===== src/rtl/ct_lsu_spsram_512x7_arb.sv =====
// Front-end for a single-port 512x7 LSU SRAM: clears every entry after reset, then
// arbitrates one access per cycle between a write and a read requester.
module ct_lsu_spsram_512x7_arb #(
  parameter int unsigned             ADDR_WIDTH = 9,
  parameter int unsigned             DATA_WIDTH = 7,
  parameter logic [DATA_WIDTH-1:0]   INIT_VAL   = '0,
  parameter int unsigned             STARVE_MAX = 4
) (
  input  logic                  forever_cpuclk,
  input  logic                  cpurst_b,
  input  logic                  init_req,
  output logic                  init_done,
  input  logic                  wr_vld,
  input  logic [ADDR_WIDTH-1:0] wr_addr,
  input  logic [DATA_WIDTH-1:0] wr_data,
  input  logic [DATA_WIDTH-1:0] wr_mask,
  output logic                  wr_grnt,
  input  logic                  rd_vld,
  input  logic [ADDR_WIDTH-1:0] rd_addr,
  output logic                  rd_grnt,
  output logic                  rd_data_vld,
  output logic [DATA_WIDTH-1:0] rd_data,
  output logic [ADDR_WIDTH-1:0] sram_a,
  output logic                  sram_cen,
  output logic                  sram_gwen,
  output logic [DATA_WIDTH-1:0] sram_wen,
  output logic [DATA_WIDTH-1:0] sram_d,
  input  logic [DATA_WIDTH-1:0] sram_q
);

  localparam int unsigned      CNT_WIDTH  = $clog2(STARVE_MAX + 1);
  localparam logic [CNT_WIDTH-1:0] STARVE_LIM = CNT_WIDTH'(STARVE_MAX);

  typedef enum logic {
    ST_INIT,
    ST_IDLE
  } state_e;

  state_e                state_q, state_d;
  logic [ADDR_WIDTH-1:0] ptr_q, ptr_d;
  logic                  init_done_q, init_done_d;
  logic [CNT_WIDTH-1:0]  starve_q, starve_d;
  logic                  rd_data_vld_q, rd_data_vld_d;
  logic                  force_rd;

  // NOTE: every output of this block gets a default first, so no path leaves a
  // signal unassigned and no latch is inferred.
  always_comb begin
    state_d     = state_q;
    ptr_d       = ptr_q;
    init_done_d = init_done_q;
    starve_d    = starve_q;
    force_rd    = (starve_q == STARVE_LIM) && rd_vld;
    wr_grnt     = 1'b0;
    rd_grnt     = 1'b0;
    sram_cen    = 1'b1;
    sram_gwen   = 1'b1;
    sram_wen    = '1;
    sram_a      = '0;
    sram_d      = '0;

    // Grants and the chip enable are gated by reset so nothing reaches the SRAM
    // while cpurst_b is low.
    if (cpurst_b) begin
      unique case (state_q)
        ST_INIT: begin
          sram_cen  = 1'b0;
          sram_gwen = 1'b0;
          sram_wen  = '0;
          sram_a    = ptr_q;
          sram_d    = INIT_VAL;
          ptr_d     = ptr_q + 1'b1;
          if (ptr_q == '1) begin
            state_d     = ST_IDLE;
            init_done_d = 1'b1;
          end
        end
        ST_IDLE: begin
          wr_grnt = wr_vld && !force_rd;
          rd_grnt = rd_vld && (!wr_vld || force_rd);
          if (wr_grnt) begin
            sram_cen  = 1'b0;
            sram_gwen = 1'b0;
            sram_wen  = ~wr_mask;
            sram_a    = wr_addr;
            sram_d    = wr_data;
          end else if (rd_grnt) begin
            sram_cen  = 1'b0;
            sram_a    = rd_addr;
          end

          if (!rd_vld || rd_grnt) begin
            starve_d = '0;
          end else if (wr_grnt && (starve_q != STARVE_LIM)) begin
            starve_d = starve_q + 1'b1;
          end

          if (init_req) begin
            state_d     = ST_INIT;
            init_done_d = 1'b0;
            ptr_d       = '0;
          end
        end
        default: state_d = ST_INIT;
      endcase
    end
  end

  assign rd_data_vld_d = rd_grnt;

  // NOTE: sequential state uses non-blocking assignments only, so every flop samples
  // the values from before the edge regardless of statement order.
  always_ff @(posedge forever_cpuclk) begin
    if (!cpurst_b) begin
      state_q       <= ST_INIT;
      ptr_q         <= '0;
      init_done_q   <= 1'b0;
      starve_q      <= '0;
      rd_data_vld_q <= 1'b0;
    end else begin
      state_q       <= state_d;
      ptr_q         <= ptr_d;
      init_done_q   <= init_done_d;
      starve_q      <= starve_d;
      rd_data_vld_q <= rd_data_vld_d;
    end
  end

  assign init_done   = init_done_q;
  assign rd_data_vld = rd_data_vld_q;
  assign rd_data     = rd_data_vld_q ? sram_q : '0;

endmodule


===== config.mk =====
export PLATFORM = sky130hd
export DESIGN_NAME = ct_lsu_spsram_512x7_arb
export DESIGN_NICKNAME = d
export VERILOG_FILES = /design/src/rtl/ct_lsu_spsram_512x7_arb.sv
export SDC_FILE = /design/constraint.sdc
export NUM_CORES = 1
export LEC_CHECK = 0
export BUFFER_PORTS_ARGS = -buffer_cell sky130_fd_sc_hd__clkbuf_2
export CORE_ASPECT_RATIO = 1.4
export CORE_MARGIN = 2
export CORE_UTILIZATION = 43
export CTS_BUF_LIST = sky130_fd_sc_hd__clkbuf_2
export DETAILED_ROUTE_END_ITERATION = 10
export GPL_TIMING_DRIVEN = 0
export PLACE_DENSITY = 0.83
export SYNTH_ARGS = -nofsm -noshare
export SYNTH_HDL_FRONTEND = slang
export SYNTH_SLANG_ARGS = --single-unit

===== constraint.sdc =====
create_clock -name forever_cpuclk -period 1.7 [get_ports forever_cpuclk]
set_input_delay 0.17 -clock forever_cpuclk [delete_from_list [all_inputs] [get_ports forever_cpuclk]]
set_output_delay 0.17 -clock forever_cpuclk [all_outputs]
set_load 0.02 [all_outputs]

==> summary.txt <==
Final Worst Setup Slack: -0.329 ns
Placeable core area: 0.00262 mm^2
Input/output buffers: 77
Number of nets with antenna violations after detailed routing: 0
Vias in the first global route: 1441
Die H: 65.8 um
Worst Hold Path EP: ptr_q[1]$_SDFFE_PN0P_
Final worst path period need: 2.03 ns
TritonCTS clock tree: done
Routed WL per cell: 20.0 um
EDFF count, synth: 0
Fraction of registers with async set or reset after synthesis: 0
Dominant synthesized flop cell: sky130_fd_sc_hd__dfxtp_1
Clock slew at reported path FFs: 0.15 ns
Final Hold Viols: 0
Clock insertion delay at the later pin of the skew report: 0.30 ns
Leading cell type in the layout, fill and taps excluded: sky130_fd_sc_hd__clkbuf_2
Worst slew margin relative to its limit: 0.385
Worst R2R End: ptr_q[8]$_SDFFE_PN0P_
Worst-Margin Slew: 0.922 ns
Cell depth of the worst hold path: 3
Class of the worst hold path: primary input to register
Sequential power share: 0.489
Num CTS Buffers: 3
Synthesis Warnings: 0
Area of the mapped netlist: 0.00117 mm^2
Startpoint of the lowest-slack hold path: init_req
Total Negative Setup Slacks: -4.07 ns
Largest net degree at the start of global routing: 11
Via count: 1727
Setup slack of the most critical reg-to-reg path: 0.18 ns
Top library cells by usage in the layout, fill and taps aside: 57 x sky130_fd_sc_hd__clkbuf_2, 19 x sky130_fd_sc_hd__buf_4, 14 x sky130_fd_sc_hd__and2_1
Post-synthesis net count: 205
Total wire length: 5.59 mm
Final clock period utilization by the worst path: 1.19
Highest fanout seen on the critical path: 5
Iter 0 DRT Violations: 105
First-pass GRT wire length: 6.38 mm
Number of fill cells: 173
Violated checks: negative setup slack
GR Overflow Total: 0
Total routing usage reported by global routing: 0.283
R2R cell count: 6
Data required time of the worst path: 1.53 ns
Share of final-layout standard cells stronger than drive strength 1: 0.516
Clock tree sinks: 15
Count of final setup violators: 26
H-Tree Level Count: 1
Area occupied by multi-input gates: 983 um^2
Worst VDD drop: 0.386 mV
Number of pins exceeding their max-slew limit in the final report: 0
Max-cap violations: 0
Result of the run: finished with violations
Critical path's top delay family: compound AO/OA/AOI/OAI gates
Part of the power in combinational logic: 0.268
Number of nets in the final layout: 293
Net load switching power: 0.242 mW
Post-Synthesis Cells: 157
Antenna diode instance count: 0
Row count: 22
Sequential-to-total area share from yosys stat: 0.256
Buf/Inv on CP: 3
Area grow syn2layout: 68.2%
Top Ports: 80
Floorplan die area: 0.00316 mm^2
Final cell utilization of the core: 0.753
Post-Route Skew: 0.00424 ns
Starting utilization of the core area: 0.448
Critical path capture point type: output pin
Clock network fraction of total power: 0.244
Detailed placer's ending HPWL: 2.90 mm
Highest clock frequency the design can meet: 0.493 GHz
Via count normalized by instance count: 6.17
Switching Fraction: 0.322
Initial antenna violation count: 0
Remaining design rule violation count: 0
Ranking of synthesized cells by area: sky130_fd_sc_hd__dfxtp_1 26%, sky130_fd_sc_hd__and2_1 9.1%, sky130_fd_sc_hd__nand3_1 6.4%
Critical path, cell by cell: inv_2 -> ha_4 -> a21bo_4 -> buf_8 -> a31oi_1 -> a21oi_1 -> buf_4
Horizontal die dimension: 48.1 um
Area leader, netlist: sky130_fd_sc_hd__dfxtp_1
Post-synth top area share: 0.256
WP data arrival: 1.86 ns
Maximum clock path buffer count: 2
Total chip power: 0.750 mW
Leakage dissipation: 0.848 nW
Slowest CP cell: sky130_fd_sc_hd__dfxtp_2
Origin of the critical flop-to-flop path: ptr_q[1]$_SDFFE_PN0P_
First-pass DRT Iterations: 4
CP Class: register to output pin
Cell area power density: 381 mW/mm^2
Unrepaired setup endpoints after global routing: yes
Routability Congestion: 0.916
Flops & latches, synth: 15
Internal Power: 0.509 mW
Master cell of the clock root buffer: sky130_fd_sc_hd__clkbuf_2
Combined flip-flop and latch cell area: 305 um^2
Count of cell types in the netlist: 40
Highest cell delay on the worst timing path: 0.37 ns
Synthesized area per cell: 7.46 um^2
Type of origin of the critical path: register
[registers in the layout, summed over array words and instances, names as in the netlist]
signal and count:
state_q 1, rd_data_vld 1, init_done 1, starve_q 3, ptr_q 9
[how the worst max path moves through the flow]
| stage | start | cells past startpoint | slack, ns | end |
|---|---|---|---|---|
| finish | starve_q[0]$_SDFFE_PN0P_ | 7 | -0.33 | sram_a[6] |
| global route | starve_q[0]$_SDFFE_PN0P_ | 7 | -0.38 | sram_a[6] |
| CTS | starve_q[1]$_SDFFE_PN0P_ | 7 | -0.15 | sram_a[1] |
| detailed placement | starve_q[0]$_SDFFE_PN0P_ | 7 | -0.12 | sram_a[1] |
| global placement | starve_q[0]$_SDFFE_PN0P_ | 7 | -0.10 | sram_a[1] |
| floorplan | starve_q[0]$_SDFFE_PN0P_ | 6 | 0.08 | sram_a[0] |
[worst reg2reg max path, stage by stage (launching register included)]
cell and delay [ns]:
sky130_fd_sc_hd__dfxtp_1 0.42, sky130_fd_sc_hd__ha_2 0.27, sky130_fd_sc_hd__nand4_1 0.13, sky130_fd_sc_hd__nor2_1 0.11, sky130_fd_sc_hd__ha_1 0.23, sky130_fd_sc_hd__o2bb2ai_1 0.12, sky130_fd_sc_hd__and2_1 0.14
[synthesized netlist by cell type (2+ instances only)]
cell type / n
sky130_fd_sc_hd__buf_2: 2
sky130_fd_sc_hd__nand3_1: 15
sky130_fd_sc_hd__ha_1: 4
sky130_fd_sc_hd__a21boi_0: 3
sky130_fd_sc_hd__a31oi_1: 10
sky130_fd_sc_hd__nand2b_1: 2
sky130_fd_sc_hd__clkbuf_1: 9
sky130_fd_sc_hd__o211ai_1: 7
sky130_fd_sc_hd__nor2_1: 5
sky130_fd_sc_hd__o2bb2ai_1: 3
sky130_fd_sc_hd__a21oi_1: 10
sky130_fd_sc_hd__nor3_1: 3
sky130_fd_sc_hd__nand2_1: 7
sky130_fd_sc_hd__dfxtp_1: 15
sky130_fd_sc_hd__inv_1: 3
sky130_fd_sc_hd__nor2b_1: 3
sky130_fd_sc_hd__mux2i_1: 2
sky130_fd_sc_hd__nand3b_1: 2
sky130_fd_sc_hd__and2_1: 17
sky130_fd_sc_hd__o21a_1: 4
sky130_fd_sc_hd__o21ai_0: 11
sky130_fd_sc_hd__and4_1: 2
[layer usage]
metal  GRT usage  wire length [um]  vias to the layer above
met4       0.152               352                        0
met5           0                 0                        -
li1            -                 -                      759
met2       0.480              2730                      137
met1       0.310              1980                      798
met3      0.0549               535                       33
[kinds of logic after synthesis]
logic type / after synthesis / synth area share
mux: 2 / 0.0171
compound gates: 55 / 0.303
buf+inv: 16 / 0.0545
fa+ha+maj: 4 / 0.0427
flops: 15 / 0.256
simple gates: 65 / 0.326
[power groups by stage]
stage	clock network (mW)	registers (mW)	logic, mW
after global placement	0	0.373	0.147
after global routing	0.204	0.369	0.214
final	0.183	0.367	0.201
after CTS	0.181	0.366	0.166
after detailed placement	0	0.374	0.150
after floorplan	0	0.372	0.0750
[metrics by stage]
stage | worst slack [ns] | cell area (um^2) | hold slack, ns | std cells
floorplan | 0.0774 | 1170 | 0.402 | 157
global placement | -0.105 | 1600 | 0.484 | 270
detailed placement | -0.116 | 1600 | 0.489 | 270
CTS | -0.147 | 1820 | 0.218 | 280
global route | -0.380 | 1970 | 0.218 | 280
finish | -0.329 | 1970 | 0.210 | 280
[final cells by class]
class,instances,area share
repair buffers,83,0.269
well taps,36,0.0229
inverters,3,0.00572
multi-input cells,126,0.499
flip-flops and latches,15,0.155
plain buffers,13,0.0375
clock buffers,4,0.0102
[what timing repair did]
action / 4_1_cts / 5_1_grt
setup buffers: 5 / 0
gates resized for setup: 41 / 55
hold buffers: 0 / 0
pin swaps: 8 / 6
endpoints found under the setup margin: 27 / 29
gates cloned: 1 / 0
Power figures use the tool's default switching activity.
